File: config.mk
export PLATFORM = sky130hd
export DESIGN_NAME = l1_refill_biu
export DESIGN_NICKNAME = d
export VERILOG_FILES = /design/src/rtl/l1_refill_biu.sv
export SDC_FILE = /design/constraint.sdc
export NUM_CORES = 1
export LEC_CHECK = 0
export CORE_MARGIN = 2
export CORE_UTILIZATION = 25
export DETAILED_ROUTE_END_ITERATION = 16
export PLACE_DENSITY = 0.55
export SYNTH_ARGS = -nofsm -noshare
export SYNTH_HDL_FRONTEND = slang
export SYNTH_SLANG_ARGS = --single-unit
File: constraint.sdc
create_clock -name clk -period 2.6 [get_ports clk]
set_input_delay 0.26 -clock clk [delete_from_list [all_inputs] [get_ports clk]]
set_output_delay 0.26 -clock clk [all_outputs]
set_load 0.03 [all_outputs]
File: src/rtl/l1_refill_biu.sv
// Byte-wide memory bus interface for the L1 cache: line refills, uncached
// single reads and write-through stores, with bus error and timeout faulting.
module l1_refill_biu #(
   parameter int ADDR_WIDTH = 24,
   parameter int LINE_WID   = 7,
   parameter int TIMEOUT    = 255
) (
   input  logic                  clk,
   input  logic                  rst,
   input  logic                  read_line_req,
   input  logic                  read_req,
   input  logic                  write_through_req,
   input  logic [ADDR_WIDTH-1:0] pa,
   input  logic [7:0]            wt_data,
   output logic [7:0]            line_data,
   output logic [LINE_WID:0]     addr_count,
   output logic                  line_write,
   output logic                  cache_entry_refill,
   output logic                  trans_rdy,
   output logic                  bus_error,
   output logic [ADDR_WIDTH-1:0] bus_addr,
   output logic [7:0]            bus_wdata,
   output logic                  bus_rd,
   output logic                  bus_wr,
   input  logic [7:0]            bus_rdata,
   input  logic                  bus_ack,
   input  logic                  bus_err
);

   typedef enum logic [2:0] {IDLE, LINE, SRD, SWR, DONE} state_t;

   state_t                state, state_n;
   logic [LINE_WID-1:0]   index, index_n;
   logic [7:0]            tcount, tcount_n;
   logic [7:0]            line_data_n;
   logic [LINE_WID:0]     addr_count_n;
   logic                  line_write_n, cache_entry_refill_n, trans_rdy_n, bus_error_n;
   logic [ADDR_WIDTH-1:0] bus_addr_n;
   logic [7:0]            bus_wdata_n;
   logic                  bus_rd_n, bus_wr_n;
   logic                  fault;

   // An ack arriving in the same cycle the counter expires still wins.
   assign fault = bus_err || (!bus_ack && (tcount == 8'(TIMEOUT)));

   always_comb begin
      state_n              = state;
      index_n              = index;
      tcount_n             = tcount;
      line_data_n          = line_data;
      addr_count_n         = addr_count;
      bus_addr_n           = bus_addr;
      bus_wdata_n          = bus_wdata;
      bus_rd_n             = bus_rd;
      bus_wr_n             = bus_wr;
      line_write_n         = 1'b0;
      cache_entry_refill_n = 1'b0;
      trans_rdy_n          = 1'b0;
      bus_error_n          = 1'b0;
      unique case (state)
         IDLE: begin
            index_n  = '0;
            tcount_n = '0;
            if (read_line_req) begin
               state_n    = LINE;
               bus_addr_n = {pa[ADDR_WIDTH-1:LINE_WID], {LINE_WID{1'b0}}};
               bus_rd_n   = 1'b1;
            end else if (read_req) begin
               state_n    = SRD;
               bus_addr_n = pa;
               bus_rd_n   = 1'b1;
            end else if (write_through_req) begin
               state_n     = SWR;
               bus_addr_n  = pa;
               bus_wdata_n = wt_data;
               bus_wr_n    = 1'b1;
            end
         end
         LINE, SRD, SWR: begin
            if (fault) begin
               bus_error_n = 1'b1;
               bus_rd_n    = 1'b0;
               bus_wr_n    = 1'b0;
               state_n     = DONE;
            end else if (bus_ack) begin
               tcount_n = '0;
               if (state == LINE) begin
                  line_data_n  = bus_rdata;
                  addr_count_n = {1'b0, index};
                  line_write_n = 1'b1;
                  index_n      = index + LINE_WID'(1);
                  bus_addr_n   = {bus_addr[ADDR_WIDTH-1:LINE_WID], index_n};
                  if (&index) begin
                     cache_entry_refill_n = 1'b1;
                     trans_rdy_n          = 1'b1;
                     bus_rd_n             = 1'b0;
                     state_n              = DONE;
                  end
               end else begin
                  if (state == SRD) begin
                     line_data_n = bus_rdata;
                  end
                  trans_rdy_n = 1'b1;
                  bus_rd_n    = 1'b0;
                  bus_wr_n    = 1'b0;
                  state_n     = DONE;
               end
            end else begin
               tcount_n = tcount + 8'd1;
            end
         end
         DONE: begin
            state_n = IDLE;
         end
         default: begin
            state_n = IDLE;
         end
      endcase
   end

   always_ff @(posedge clk) begin
      if (rst) begin
         state              <= IDLE;
         index              <= '0;
         tcount             <= '0;
         line_data          <= '0;
         addr_count         <= '0;
         line_write         <= 1'b0;
         cache_entry_refill <= 1'b0;
         trans_rdy          <= 1'b0;
         bus_error          <= 1'b0;
         bus_addr           <= '0;
         bus_wdata          <= '0;
         bus_rd             <= 1'b0;
         bus_wr             <= 1'b0;
      end else begin
         state              <= state_n;
         index              <= index_n;
         tcount             <= tcount_n;
         line_data          <= line_data_n;
         addr_count         <= addr_count_n;
         line_write         <= line_write_n;
         cache_entry_refill <= cache_entry_refill_n;
         trans_rdy          <= trans_rdy_n;
         bus_error          <= bus_error_n;
         bus_addr           <= bus_addr_n;
         bus_wdata          <= bus_wdata_n;
         bus_rd             <= bus_rd_n;
         bus_wr             <= bus_wr_n;
      end
   end

endmodule

* Word level (Yosys, flattened, before mapping)
Index checks and enable logic that the tools add are counted.
** Operators by class
- $add $sub $neg :: 2
- Equality and inequality tests :: 15
- Mux-type cells :: 42
- Bitwise logic cells :: 6
- Reduce and logical (&&, ||, !) cells :: 22
** Operators by type and width (number)
- $mux 24 :: 3
- $pmux 24 s2 :: 1
- $mux 7 :: 6
- $mux 8 :: 4
- $mux 3 :: 7
- $reduce_and 4->1 :: 5
- $mux 1 :: 16
- $pmux 8 s2 :: 1
- $pmux 7 s2 :: 1
- $ne 2x2->1 const B :: 6
- $ne 3x3->1 const B :: 3
- $add 8x1->8 const B :: 1
- $eq 8x8->1 const B :: 1
- $ne 4x4->1 const B :: 2
- $add 7x1->7 const B :: 1
- $reduce_and 7->1 :: 1
- $eq 3x2->1 const B :: 2
- $not 1->1 :: 6
- $pmux 3 s2 :: 1
- $reduce_and 3->1 :: 2
- $reduce_and 6->1 :: 1
- $reduce_and 5->1 :: 1
- $reduce_or 5->1 :: 1
- $pmux 1 s2 :: 2
- other kinds (11) :: 12
** Word-level totals
- Flip-flop bits (word level) :: 71
- Input bits :: 47
- Output and inout bits :: 54
- Logic and storage cells :: 101

* Logic depth before layout (Yosys ltp)
- Word-level depth :: 6
- Gate-level depth with buffers :: 7
- Depth with buffers taken out :: 5

* Worst setup path before layout
OpenSTA, ideal clock, no wires.
- Kind :: reg-to-reg
- From :: register tcount[0]
- To :: register tcount[0]
- Library setup time :: 0.059 ns
- Arrival :: 1.593 ns
- Data required time :: 2.541 ns
- Setup slack :: 0.948 ns
- Cell stages (with the launch flop) :: 6
- Path buffers :: 0
- Clock period less this slack :: 1.652 ns
- Path through :: dfxtp_1 -> ha_1 -> nand3_1 -> or3_4 -> a211oi_4 -> mux2_2
** On the way
- Cells in the longest elaborated chain, start to end :: 5
- Elaborated cells between the ends (all ways) :: 9
- Classes of those cells :: add/sub: 1; eq/ne: 2; mux: 3; reduce/logical: 3
** RTL lines
- start: declaration :: line 34 : logic [7:0] tcount, tcount_n;
- start signal: assignment :: line 139 : tcount <= tcount_n;
- branches (longest 5 deep; another with $add 8x1->8)
Several ways; the timed one is not identified. The select of a mux whose other input is x is not followed.
A chain may end at the register's enable or synchronous reset.

* Worst setup path in the final report
- From :: register state[1]
- To :: register tcount[5]
** On the way
- Cells in the longest elaborated chain, start to end :: 4
- Elaborated cells between the ends (all ways) :: 9
- Classes of those cells :: eq/ne: 4; mux: 1; reduce/logical: 4
** RTL lines
- start: declaration :: line 32 : state_t state, state_n;
- start signal: assignment :: line 137 : state <= state_n;
- $eq 3x1->1 / $eq 3x2->1 (equally long branches) :: line 60 : unique case (state)
- $reduce_or 3->1 :: line 60
- $ne 2x2->1 (no line) / $reduce_bool 2->1 (equally long branches)
- $reduce_and 2->1 (no line)
Several ways; a longest one is shown, not always the timed one.

==> impl_metrics.env <==
export IMPL_routed_wirelength_um=8840
export IMPL_worstMarginPinSlew_ps=563
export IMPL_dp_cells=598
export IMPL_grt_pass1_vias=2870
export IMPL_power_frac_seq_pct=37.2
export IMPL_async_reset_ff_share_pct=0
export IMPL_rsz0062_at_grt="no"
export IMPL_synth_edf_count=0
export IMPL_end_kind="flip-flop"
export IMPL_pwr_share_comb_pct=23.6
export IMPL_synth_warnings=0
export IMPL_synth_area_leaders="dfxtp_1 46%, a21oi_1 6.9%, mux2i_1 5.5%"
export IMPL_clk_pin_slew_ps=60
export IMPL_die_x_um=116
export IMPL_avgSynthCellArea_um2=8.97
export IMPL_ctsResizeCount=0
export IMPL_slew_viol_final=0
export IMPL_slew_headroom_pct=62.4
export IMPL_track_usage_pct=13.4
export IMPL_drtIter0Drc=103
export IMPL_multiInputGateArea_um2=1530
export IMPL_via_per_inst=4.74
export IMPL_drt_pass1_iter_count=5
export IMPL_layout_drive_gt1_share_pct=8.99
export IMPL_start_util_pct=25.8
export IMPL_grt_pass1_wl_um=14200
export IMPL_p_leak_nw=1.70
export IMPL_p_per_area_nw_per_um2=734
export IMPL_antenna_found_initial=0
export IMPL_cts_path_max_buffers=2
export IMPL_drc=0
export IMPL_ios=101
export IMPL_start_kind="flip-flop"
export IMPL_clock_skew_ps=7.09
export IMPL_area_delta_synth_final_pct=45.2
export IMPL_cp_required_ps=2870
export IMPL_fin_total_pwr_mw=3.33
export IMPL_cts_hold_buffers=0
export IMPL_place_hpwl_um=6230
export IMPL_switchingPower_mw=0.971
export IMPL_io_buffers=99
export IMPL_synth_top_cell_area_share_pct=45.5
export IMPL_wl_per_cell_um=14.4
export IMPL_critPathKind="reg -> reg"
export IMPL_num_antenna_cells=0
export IMPL_core_region_area_um2=12100
export IMPL_setup_tns_ps=0
export IMPL_p_int_mw=2.36
export IMPL_cts_buffers=9
export IMPL_fin_crit_ps=1980
export IMPL_clock_latency_ps=320
export IMPL_rows=40
export IMPL_ant_nets=0
export IMPL_synth_fp_nets=397
export IMPL_cts_setup_buffers=0
export IMPL_grt_overflow=0
export IMPL_synthFlopType="dfxtp_1"
export IMPL_synthCells=348
export IMPL_layout_common_cells="98 x clkdlybuf4s50_1, 71 x dfxtp_1, 43 x a21oi_1"
export IMPL_maxCapViolations=0
export IMPL_synth_area_leader_cell="dfxtp_1"
export IMPL_fin_cells=613
export IMPL_max_freq_mhz=505
export IMPL_layout_commonest_cell="clkdlybuf4s50_1"
export IMPL_whs_ps=355
export IMPL_clockRootBuffer="clkbuf_16"
export IMPL_outcome="finished, final reports clean"
export IMPL_die_area_um2=13400
export IMPL_grt_max_degree=34
export IMPL_ys_ff_latch=71
export IMPL_dr_total_vias=2906
export IMPL_post_route_period_util_pct=76.1
export IMPL_ir_drop_mv=0.298
export IMPL_final_area_um2=4530
export IMPL_cts_tree="yes"
export IMPL_final_hold_violation_count=0
export IMPL_min_path_type="in -> reg"
export IMPL_regArea_um2=1420
export IMPL_crit_arrival_ps=2250
export IMPL_place_congestion=0.803
export IMPL_dieHeight_um=116
export IMPL_place_area_um2=4220
export IMPL_setup_viol=0
export IMPL_htreeDepth=3
export IMPL_clkPwrFrac_pct=39.2
export IMPL_worstPathMaxFanout=16
export IMPL_synth_cell_type_count=56
export IMPL_netlist_area_um2=3120
export IMPL_yosysSeqAreaShare_pct=45.5
export IMPL_cts_sinks=71
export IMPL_fillers=1266
export IMPL_p_sw_share_pct=29.2
export IMPL_fin_nets=490
==> layer usage <==
metal  routed length [µm]  global-route usage [%]
met1                 4090                    17.4
met2                 4330                    22.5
met3                  364                    3.35
met4                   58                    3.10
met5                    0                       0
==> logic make-up after synthesis <==
logic type | Yosys count | synth area share, %
xor+xnor | 6 | 1.68
other cells | 1 | 0.120
fa+ha+maj | 2 | 0.802
mux | 18 | 5.81
simple gates | 117 | 19.2
buf+inv | 27 | 5.29
compound gates | 106 | 21.5
flops | 71 | 45.5
==> cells in the mapped netlist (3+ instances only) <==
| cell type | number |
|---|---|
| nand3b_1 | 4 |
| clkbuf_1 | 14 |
| xnor2_1 | 4 |
| nor4_1 | 5 |
| and2_1 | 3 |
| mux2i_1 | 17 |
| a21oi_1 | 43 |
| dfxtp_1 | 71 |
| nor2_1 | 30 |
| nor3_1 | 9 |
| nand2_1 | 23 |
| buf_2 | 3 |
| nand3_1 | 25 |
| o21ai_0 | 30 |
| a211oi_1 | 9 |
| buf_6 | 3 |
| clkbuf_8 | 3 |
==> power groups by stage <==
stage | combinational [mW] | clock (mW) | sequential [mW]
6_report | 0.785 | 1.31 | 1.24
5_1_grt | 0.849 | 1.39 | 1.25
4_1_cts | 0.794 | 1.34 | 1.24
2_1_floorplan | 0.368 | 0 | 1.38
3_5_place_dp | 0.790 | 0 | 1.26
3_3_place_gp | 0.781 | 0 | 1.26
==> final timing paths <==
path	start	endpoint	slack (ps)	depth (start not counted)
min reg2reg	bus_addr[15]	bus_addr[15]	470	2
max reg2reg	state[1]	tcount[5]	620	4
max	state[1]	tcount[5]	620	4
min	rst	bus_addr[11]	350	2
==> layout make-up <==
type	instances	share of cell area, %
multi-input cells	250	33.8
flip-flops and latches	71	31.4
repair buffers	107	23.1
clock buffers	11	5.36
well taps	168	4.64
clock inverters	4	1.55
inverters	2	0.166
==> stage by stage <==
stage,setup slack (ps),utilization [%]
6_report,620,37.4
5_1_grt,474,37.4
4_1_cts,612,37.4
3_5_place_dp,437,34.8
3_3_place_gp,457,34.8
2_1_floorplan,948,-
==> flip-flops by register name (all words and copies together) (netlist names), 3 cells and up <==
signal	flops
addr_count	7
bus_addr	24
bus_wdata	8
index	7
line_data	8
state	3
tcount	8
==> worst max-delay path, stage by stage (launching register included) <==
cell and delay (ps):
dfxtp_1 670, o21bai_4 240, or4_1 600, nor4_1 290, a211o_1 140
(Power assumes the default switching activity.)
